<file path="src/rtl/opb_regbank_pkg.sv">
// opb_regbank_pkg: shared FSM type, address-decode constants and parameter checks
package opb_regbank_pkg;

    typedef enum logic {IDLE = 1'b0, ACK = 1'b1} state_t;

    localparam logic [5:0] COMMIT_IDX = 6'd32;
    localparam int         IDX_MSB    = 24;
    localparam int         IDX_LSB    = 29;

    function automatic bit num_regs_ok(input int n);
        return n >= 1 && n <= 16;
    endfunction

endpackage

</file>
<file path="src/rtl/opb_regbank_word.sv">
// opb_regbank_word: one 32-bit byte-enabled register with optional shadow/commit stage
module opb_regbank_word #(
    parameter bit DOUBLE_BUF = 1'b0
) (
    input  logic        clk_i,
    input  logic        rst_ni,
    input  logic        we_i,
    input  logic        commit_i,
    input  logic [3:0]  be_i,
    input  logic [31:0] wdata_i,
    output logic [31:0] rdata_o,
    output logic [31:0] data_o
);

    logic [31:0] shadow_q, shadow_d, data_q;

    always_comb begin
        shadow_d = shadow_q;
        for (int b = 0; b < 4; b++)
            if (we_i && be_i[b]) shadow_d[8*b +: 8] = wdata_i[8*b +: 8];
    end

    // Without double buffering the output tracks the register on the write edge
    always_ff @(posedge clk_i or negedge rst_ni) begin
        if (!rst_ni) begin
            shadow_q <= '0;
            data_q   <= '0;
        end else begin
            shadow_q <= shadow_d;
            data_q   <= DOUBLE_BUF ? (commit_i ? shadow_q : data_q) : shadow_d;
        end
    end

    assign rdata_o = shadow_q;
    assign data_o  = data_q;

endmodule

</file>
<file path="src/rtl/opb_regbank_ppc2simulink.sv">
// opb_regbank_ppc2simulink: OPB slave exposing C_NUM_REGS user registers, optionally
// double-buffered behind a commit register at word index 32
module opb_regbank_ppc2simulink
    import opb_regbank_pkg::*;
#(
    parameter logic [31:0] C_BASEADDR   = 32'h01003400,
    parameter logic [31:0] C_HIGHADDR   = 32'h010034FF,
    parameter int          C_NUM_REGS   = 4,
    parameter int          C_DOUBLE_BUF = 0
) (
    input  logic                      OPB_Clk,
    input  logic                      OPB_Rst_n,
    input  logic [0:31]               OPB_ABus,
    input  logic [0:3]                OPB_BE,
    input  logic [0:31]               OPB_DBus,
    input  logic                      OPB_RNW,
    input  logic                      OPB_select,
    input  logic                      OPB_seqAddr,
    output logic [0:31]               Sl_DBus,
    output logic                      Sl_xferAck,
    output logic                      Sl_errAck,
    output logic                      Sl_retry,
    output logic                      Sl_toutSup,
    output logic [C_NUM_REGS*32-1:0]  user_data_out,
    output logic [C_NUM_REGS-1:0]     user_we
);

    if (!num_regs_ok(C_NUM_REGS)) begin : g_bad_num_regs
        $error("C_NUM_REGS must be in 1..16");
    end
    if (C_BASEADDR[7:0] != 8'h00) begin : g_bad_base
        $error("C_BASEADDR must be 256-byte aligned");
    end

    state_t                  state_q, state_d;
    logic                    hit, wr, commit;
    logic [5:0]              idx;
    logic [31:0]             rdata;
    logic [31:0]             rd [C_NUM_REGS];
    logic [C_NUM_REGS-1:0]   we_vec, user_we_q, user_we_d;
    logic                    unused_seq;

    assign unused_seq = OPB_seqAddr;
    assign hit    = OPB_select && OPB_ABus >= C_BASEADDR && OPB_ABus <= C_HIGHADDR;
    assign idx    = OPB_ABus[IDX_MSB:IDX_LSB];
    assign wr     = state_q == ACK && hit && !OPB_RNW;
    assign commit = C_DOUBLE_BUF != 0 && wr && idx == COMMIT_IDX;

    always_ff @(posedge OPB_Clk or negedge OPB_Rst_n) begin
        if (!OPB_Rst_n) state_q <= IDLE;
        else            state_q <= state_d;
    end

    // ACK always returns to IDLE so a held select starts a fresh transfer
    always_comb begin
        state_d = state_q == IDLE && hit ? ACK : IDLE;
    end

    always_comb begin
        Sl_xferAck = state_q == ACK;
        Sl_DBus    = state_q == ACK && OPB_RNW ? rdata : '0;
        Sl_errAck  = 1'b0;
        Sl_retry   = 1'b0;
        Sl_toutSup = 1'b0;
    end

    always_comb begin
        rdata = '0;
        for (int i = 0; i < C_NUM_REGS; i++)
            if (idx == 6'(i)) rdata = rd[i];
    end

    always_comb begin
        we_vec = '0;
        for (int i = 0; i < C_NUM_REGS; i++)
            we_vec[i] = wr && idx == 6'(i);
        user_we_d = C_DOUBLE_BUF != 0 ? {C_NUM_REGS{commit}} : we_vec;
    end

    always_ff @(posedge OPB_Clk or negedge OPB_Rst_n) begin
        if (!OPB_Rst_n) user_we_q <= '0;
        else            user_we_q <= user_we_d;
    end

    assign user_we = user_we_q;

    for (genvar g = 0; g < C_NUM_REGS; g++) begin : g_word
        opb_regbank_word #(.DOUBLE_BUF(C_DOUBLE_BUF != 0)) u_word (
            .clk_i    (OPB_Clk),
            .rst_ni   (OPB_Rst_n),
            .we_i     (we_vec[g]),
            .commit_i (commit),
            .be_i     (OPB_BE),
            .wdata_i  (OPB_DBus),
            .rdata_o  (rd[g]),
            .data_o   (user_data_out[32*g +: 32])
        );
    end

endmodule

</file>
<file path="config.mk">
export PLATFORM = sky130hd
export DESIGN_NAME = opb_regbank_ppc2simulink
export DESIGN_NICKNAME = d
export VERILOG_FILES = /design/src/rtl/opb_regbank_pkg.sv /design/src/rtl/opb_regbank_word.sv /design/src/rtl/opb_regbank_ppc2simulink.sv
export SDC_FILE = /design/constraint.sdc
export NUM_CORES = 1
export LEC_CHECK = 0
export ABC_CLOCK_PERIOD_IN_PS = 6850
export CAP_MARGIN = 10
export CORE_MARGIN = 8
export CORE_UTILIZATION = 50
export CTS_BUF_LIST = sky130_fd_sc_hd__clkbuf_8 sky130_fd_sc_hd__clkbuf_16
export DETAILED_ROUTE_END_ITERATION = 10
export PLACE_DENSITY = 0.95
export SYNTH_ARGS = -nofsm -noshare
export SYNTH_HDL_FRONTEND = slang
export SYNTH_HIERARCHICAL = 1
export SYNTH_SLANG_ARGS = --single-unit
</file>
<file path="constraint.sdc">
create_clock -name OPB_Clk -period 6.85 [get_ports OPB_Clk]
set_clock_uncertainty 0.1 [all_clocks]
set_input_delay 0.685 -clock OPB_Clk [delete_from_list [all_inputs] [get_ports OPB_Clk]]
set_output_delay 0.685 -clock OPB_Clk [all_outputs]
set_load 0.02 [all_outputs]
</file>
# After elaboration in Yosys (flattened, before gate mapping)
# Index checks and enable logic that the tools add are counted.
classes:
  n_reduce_logical: 28
  muxes: 6
  bitwise: 1
  eq_ne: 3
  magnitude_cmp: 2
ops:
  columns: ["cell", "n"]
  rows:
  - ["two-way mux 32 bit", 5]
  - [">= comparator 32 x 25 -> 1 bit (second input constant)", 1]
  - ["<= comparator 32 x 25 -> 1 bit (second input constant)", 1]
  - ["logical AND 1 bit", 26]
  - ["equality test 6 x 2 -> 1 bit (second input constant)", 2]
  - ["equality test 6 x 1 -> 1 bit (second input constant)", 1]
  - ["logical NOT 6 bit", 1]
  - ["logical NOT 1 bit", 1]
  - ["two-way mux 1 bit", 1]
  - ["inverter 1 bit", 1]
totals:
  elab_cells: 58
  ff_bits: 133
  output_inout_bits: 168
  input_bits: 73

# Depth between registers and ports, before layout
depth:
  word_depth: 7
  ltp_mapped: 7
  ltp_nobuf: 5

# Cells and area by module
# The synthesis kept the hierarchy.
by_module_without_submodules:
  columns: ["module", "area_each_um2", "instances", "seq_area_each_um2", "cells_per_inst"]
  rows:
  - ["opb_regbank_word", 1426.4, 4, 800.8, 100]
  - ["opb_regbank_ppc2simulink", 1525.2, 1, 125.1, 182]

# Worst setup path before layout
# OpenSTA, ideal clock, no wires.
synth_timing:
  path_type: "in2reg"
  start: "input port OPB_ABus[29] (netlist name)"
  end: "register g_word[2].u_word.data_q[10]"
  required_ns: 6.625
  setup_ns: 0.125
  path_stages: 7
  path_buffers: 2
  t_arrival_ns: 2.505
  path_slack_ns: 4.120
  path_cell_list: "buf_4 -> buf_6 -> nor3b_1 -> nand3_1 -> nor4_1 -> nand2_2 -> mux2_2"
synth_between:
  elab_chain_len: 7
  elab_cells_between_ends: 9
  classes_between: "2 x order compare; 1 x eq/ne; 6 x reduce/logical"
synth_lines:
  columns: ["item", "line", "source"]
  rows:
  - ["from (decl)", "opb_regbank_ppc2simulink.sv:13", "input logic [0:31] OPB_ABus,"]
  - [">= comparator 32 x 25 -> 1 bit", "opb_regbank_ppc2simulink.sv:44", "assign hit = OPB_select && OPB_ABus >= C_BASEADDR && OPB_ABus <= C_HIGHADDR;"]
  - ["logical AND 1 bit (2 in a row)", "opb_regbank_ppc2simulink.sv:44", null]
  - ["logical AND 1 bit (2 in a row)", "opb_regbank_ppc2simulink.sv:46", "assign wr = state_q == ACK && hit && !OPB_RNW;"]
  - ["logical AND 1 bit (*)", "opb_regbank_ppc2simulink.sv:76", "we_vec[i] = wr && idx == 6'(i);"]
  - ["via user_we_d[2]", "opb_regbank_ppc2simulink.sv:40", "logic [C_NUM_REGS-1:0] we_vec, user_we_q, user_we_d;"]
  - ["logical AND 1 bit (*)", "opb_regbank_word.sv:20", "if (we_i && be_i[b]) shadow_d[8*b +: 8] = wdata_i[8*b +: 8];"]
  - ["to (signal assigned)", "opb_regbank_word.sv:30", "data_q <= DOUBLE_BUF ? (commit_i ? shadow_q : data_q) : shadow_d;"]
  - ["to (decl)", "opb_regbank_word.sv:15", "logic [31:0] shadow_q, shadow_d, data_q;"]
# The timed path passes the listed nets; every way through them passes the cells marked *.
# A chain may end at the register's enable or synchronous reset.

# Worst setup path after layout
layout_timing:
  start: "input port OPB_ABus[24] (netlist name)"
  end: "output port Sl_DBus[28] (netlist name)"
layout_between:
  elab_chain_len: 6
  elab_cells_between_ends: 9
  classes_between: "3 x eq/ne; 5 x mux; 1 x reduce/logical"
layout_lines:
  columns: ["item", "line", "source"]
  rows:
  - ["logical NOT 6 bit", "opb_regbank_ppc2simulink.sv:70", "if (idx == 6'(i)) rdata = rd[i];"]
  - ["two-way mux 32 bit (3 in a row)", "opb_regbank_ppc2simulink.sv:70", null]
  - ["two-way mux 32 bit (*)", "opb_regbank_ppc2simulink.sv:70", null]
  - ["two-way mux 32 bit (*)", "opb_regbank_ppc2simulink.sv:61", "Sl_DBus = state_q == ACK && OPB_RNW ? rdata : '0;"]
  - ["to (decl)", "opb_regbank_ppc2simulink.sv:19", "output logic [0:31] Sl_DBus,"]
# Mark *: on every way between the ends. The rest lies on a longest branch, timed or not.

==> results_tabular.tex <==
\begin{tabular}{lr}
\hline
Metric & Value \\
\hline
\multicolumn{2}{l}{\textbf{GRT}} \\
Vias in the first global route & 5231 \\
Number of antenna violations at the first check in global routing & 0 \\
First-pass GRT wire length & 29900 um \\
Overall Global Routing Usage & 0.211 \\
GRT overflow & 0 \\
Largest net degree at the start of global routing & 73 \\
\multicolumn{2}{l}{\textbf{Worst setup path}} \\
Max stage delay on crit path & 0.81 ns \\
Worst EP required & approximately 6 ns \\
Worst reg2reg setup slack & $\sim$4.2 ns \\
CP top delay family & simple AND/OR/NAND/NOR gates \\
Crit path buf inv count & 2 \\
Critical Path Start Type & input port \\
Endpoint class of the critical path & output pin \\
Ordered cell list for the critical path & clkdlybuf4s50\_1 > nor4\_4 > and2\_2 > a211oi\_1 > clkdlybuf4s50\_1 \\
Max FO, Critical Path & 31 \\
Worst setup path category & in -> out \\
Most frequent CP cell & sky130\_fd\_sc\_hd\_\_clkdlybuf4s50\_1 \\
CP arrival & roughly 3.3 ns \\
Worst-path cell with the longest stage delay & sky130\_fd\_sc\_hd\_\_and2\_2 \\
\multicolumn{2}{l}{\textbf{Run status}} \\
Run status & complete, no violations \\
\multicolumn{2}{l}{\textbf{Clocking}} \\
Root cell of the clock tree & sky130\_fd\_sc\_hd\_\_clkbuf\_16 \\
Clock buffers created by TritonCTS & 17 \\
Setup repair bufs after CTS & 0 \\
Post-CTS resize count & 0 \\
Clock network latency to the later pin of the worst-skew pair & 0.40 ns \\
Number of levels in the clock H-tree & 4 \\
Clock transition at the registers of the reported paths & about 0.060 ns \\
TritonCTS clock tree & built \\
Bufs on Longest Clock Path & 2 \\
Number of buffers inserted for hold repair after clock tree synthesis & 0 \\
Sinks on Clock Net & 133 \\
\multicolumn{2}{l}{\textbf{Power and ir drop}} \\
Total power & around 1.8 mW \\
PD cells & around 200 nW/um\^{}2 \\
Static Leakage & around 4.2 nW \\
Worst IR Drop VDD & around 170 uV \\
\multicolumn{2}{l}{\textbf{Timing}} \\
Slew at the pin closest to its max-slew limit & 1.03 ns \\
Unrepaired setup endpoints after global routing & no \\
Total negative slack & 0 ns \\
Number of setup violations in the final report & 0 \\
Relative slew slack & 0.309 \\
Final count of hold timing violations & 0 \\
Total count of max-transition violations in the final report & 0 \\
Fin worst setup slack & approximately 2.8 ns \\
Crit path time final & 4.06 ns \\
Post-route fraction of the period consumed by the critical path & 0.593 \\
Maximum operating frequency & $\sim$250 MHz \\
\multicolumn{2}{l}{\textbf{Place}} \\
Post-Place Setup Slack & between 2 and 3 ns \\
Final GP Congestion & between 0.8 and 0.9 \\
Number of placed instances with taps included & 851 \\
DP HPWL & around 14000 um \\
Count of buffers inserted at the top-level ports & roughly 230 \\
Post-Place Cell Area & 8700 sq um \\
\multicolumn{2}{l}{\textbf{Floorplanning}} \\
Die Y-Extent & approximately 140 um \\
Placement Rows & 44 \\
Floorplan die area & about 19000 sq um \\
Initial standard-cell utilization of the core & 0.505 \\
Die X & 136 um \\
I/O pin cnt & approximately 240 \\
Core area & 14300 sq um \\
\multicolumn{2}{l}{\textbf{Cells and area}} \\
Number of filler instances in the final layout & $\sim$1000 \\
Share of post-route cells with drive strength above 1 & 0.272 \\
Net total in the final layout & approximately 760 \\
Count of antenna diodes in the layout & 0 \\
Final Non-Filler Cells & 883 \\
Total non-filler cell area in the finished layout & slightly above 9000 sq um \\
Area Growth Syn to Fin & 28.9\% \\
\multicolumn{2}{l}{\textbf{Yosys}} \\
Avg Inst Size Synth & $\sim$12 sq um \\
Sequential area share after synthesis & 0.460 \\
Warning count from the yosys run & 6 \\
Gate Count Post-Synth & between 500 and 600 \\
Post-synthesis register bit count & around 130 \\
Synthesized cell area & 7230 sq um \\
Number of different library cells in the post-synthesis netlist & 32 \\
\multicolumn{2}{l}{\textbf{Route}} \\
DR iter-0 viols & approximately 170 \\
Number of remaining DRC errors & 0 \\
Vias per std cell & about 5.5 \\
Drt total wl & 19700 um \\
Detail Route Antenna Nets & 0 \\
Via count & 4886 \\
Mean routed wirelength per cell & 22.3 um \\
First-pass iteration count of the detailed router & 4 \\
\multicolumn{2}{l}{\textbf{Run}} \\
Max-cap violations & 0 \\
\multicolumn{2}{l}{\textbf{Hold path}} \\
Worst min-delay path category & in -> async \\
\hline
\end{tabular}
placed cells by master (no fill, tap or decap):
| cell | instances |
|---|---|
| sky130_fd_sc_hd__nand3b_1 | 2 |
| sky130_fd_sc_hd__conb_1 | 3 |
| sky130_fd_sc_hd__nor3b_1 | 1 |
| sky130_fd_sc_hd__mux2i_1 | 31 |
| sky130_fd_sc_hd__clkinvlp_4 | 2 |
| sky130_fd_sc_hd__inv_1 | 6 |
| sky130_fd_sc_hd__bufinv_16 | 4 |
| sky130_fd_sc_hd__o21a_1 | 1 |
| sky130_fd_sc_hd__nor4_4 | 1 |
| sky130_fd_sc_hd__mux4_2 | 1 |
| sky130_fd_sc_hd__dfrtp_1 | 133 |
| sky130_fd_sc_hd__nor4bb_1 | 1 |
| sky130_fd_sc_hd__nand2_1 | 1 |
| sky130_fd_sc_hd__o2111ai_1 | 1 |
| sky130_fd_sc_hd__buf_4 | 3 |
| sky130_fd_sc_hd__nand3_1 | 3 |
| sky130_fd_sc_hd__nor2b_1 | 30 |
| sky130_fd_sc_hd__o21ai_0 | 2 |
| sky130_fd_sc_hd__and3b_1 | 1 |
| sky130_fd_sc_hd__clkbuf_8 | 2 |
| sky130_fd_sc_hd__clkbuf_16 | 17 |
| sky130_fd_sc_hd__nor4_1 | 4 |
| sky130_fd_sc_hd__a311oi_2 | 1 |
| sky130_fd_sc_hd__and2_2 | 1 |
| sky130_fd_sc_hd__mux2_2 | 128 |
| sky130_fd_sc_hd__buf_6 | 1 |
| sky130_fd_sc_hd__clkdlybuf4s50_1 | 231 |
| sky130_fd_sc_hd__nor4_2 | 4 |
| sky130_fd_sc_hd__nor4b_1 | 1 |
| sky130_fd_sc_hd__nand3_4 | 1 |
| sky130_fd_sc_hd__and2b_1 | 1 |
| sky130_fd_sc_hd__a211oi_2 | 4 |
| sky130_fd_sc_hd__buf_2 | 1 |
| sky130_fd_sc_hd__nand2_2 | 16 |
| sky130_fd_sc_hd__a211oi_1 | 56 |
| sky130_fd_sc_hd__clkinv_2 | 3 |
routing by layer:
layer | global-route usage | vias up | part of all wire
met5 | 0 | - | 0
met4 | 0.0860 | 0 | 0.025
met3 | 0.0761 | 39 | 0.091
met2 | 0.361 | 241 | 0.50
met1 | 0.235 | 2441 | 0.39
li1 | - | 2165 | -
path summary, 6_finish.rpt:
check                                                        start                                       to  depth (start not counted)
setup / recovery                                      OPB_ABus[24]                              Sl_DBus[28]                          5
hold / removal                                           OPB_Rst_n   g_word[1].u_word/data_o[2]$_DFFE_PN0P_                          1
setup reg to reg                              Sl_xferAck$_DFF_PN0_  g_word[0].u_word/data_o[19]$_DFFE_PN0P_                          5
hold reg to reg            g_word[0].u_word/data_o[20]$_DFFE_PN0P_  g_word[0].u_word/data_o[20]$_DFFE_PN0P_                          1
max in group asynchronous                                OPB_Rst_n  g_word[1].u_word/data_o[24]$_DFFE_PN0P_                          2
min in group OPB_Clk       g_word[0].u_word/data_o[20]$_DFFE_PN0P_  g_word[0].u_word/data_o[20]$_DFFE_PN0P_                          1
logic make-up (layout without fill, tap and decap cells):
group,Yosys count,count (layout),synth area share
AO/OA/AOI/OAI,65,65,0.0708
buffers and inverters,155,270,0.160
flip-flops,133,133,0.460
multiplexers,160,160,0.245
other,1,3,0.000519
AND/OR/NAND/NOR,68,68,0.0635
stage by stage:
stage	hold slack (ns)	utilization
after floorplan	0.289	-
after global placement	0.410	0.608
after detailed placement	0.416	0.608
after CTS	0.149	0.651
after global routing	0.174	0.651
final	0.151	0.651
final cells by class:
| type | instances | area, sq um | area share |
|---|---|---|---|
| Multi-Input combinational cell | 296 | 2780 | 0.299 |
| Sequential cell | 133 | 3330 | 0.357 |
| Clock inverter | 13 | 165 | 0.0177 |
| Inverter | 2 | 7.51 | 0.000806 |
| Timing Repair Buffer | 236 | 2350 | 0.252 |
| Clock buffer | 19 | 453 | 0.0486 |
| Tap cell | 184 | 230 | 0.0247 |
cells in the mapped netlist (all sizes together):
| cell type | number | share of area |
|---|---|---|
| buf | 144 | 0.15 |
| dfrtp | 133 | 0.46 |
| mux2 | 128 | 0.20 |
| a211oi | 60 | 0.065 |
| mux2i | 31 | 0.043 |
| nor2b | 30 | 0.026 |
| nand2 | 17 | 0.014 |
| clkbuf | 9 | 0.0052 |
| nor4 | 9 | 0.0099 |
| nand3 | 4 | 0.0045 |
| inv | 2 | 0.0010 |
| nand3b | 2 | 0.0021 |
| o21ai | 2 | 0.0014 |
| a311oi | 1 | 0.0021 |
| and2 | 1 | 0.00087 |
| and2b | 1 | 0.0010 |
| and3b | 1 | 0.0012 |
| conb | 1 | 0.00052 |
| mux4 | 1 | 0.0031 |
| nor3b | 1 | 0.0010 |
| nor4b | 1 | 0.0012 |
| nor4bb | 1 | 0.0014 |
| o2111ai | 1 | 0.0012 |
| o21a | 1 | 0.0010 |
worst reg2reg max path, delay by kind of cell (launching register included):
kind,cells,cell delay (ns)
simple gates,4,1.59
mux,1,0.39
flops,1,0.44
registers in the layout, indices dropped and copies added, names as in the netlist:
name,cells
g_word.u_word/data_o,128
Sl_xferAck,1
user_we,4
power breakdown:
group          total [mW]  internal (mW)  switching [mW]
Combinational      0.0970         0.0443          0.0527
Clock               0.938          0.621           0.317
Sequential          0.786          0.786   0.00000000281
(Power assumes the default switching activity.)
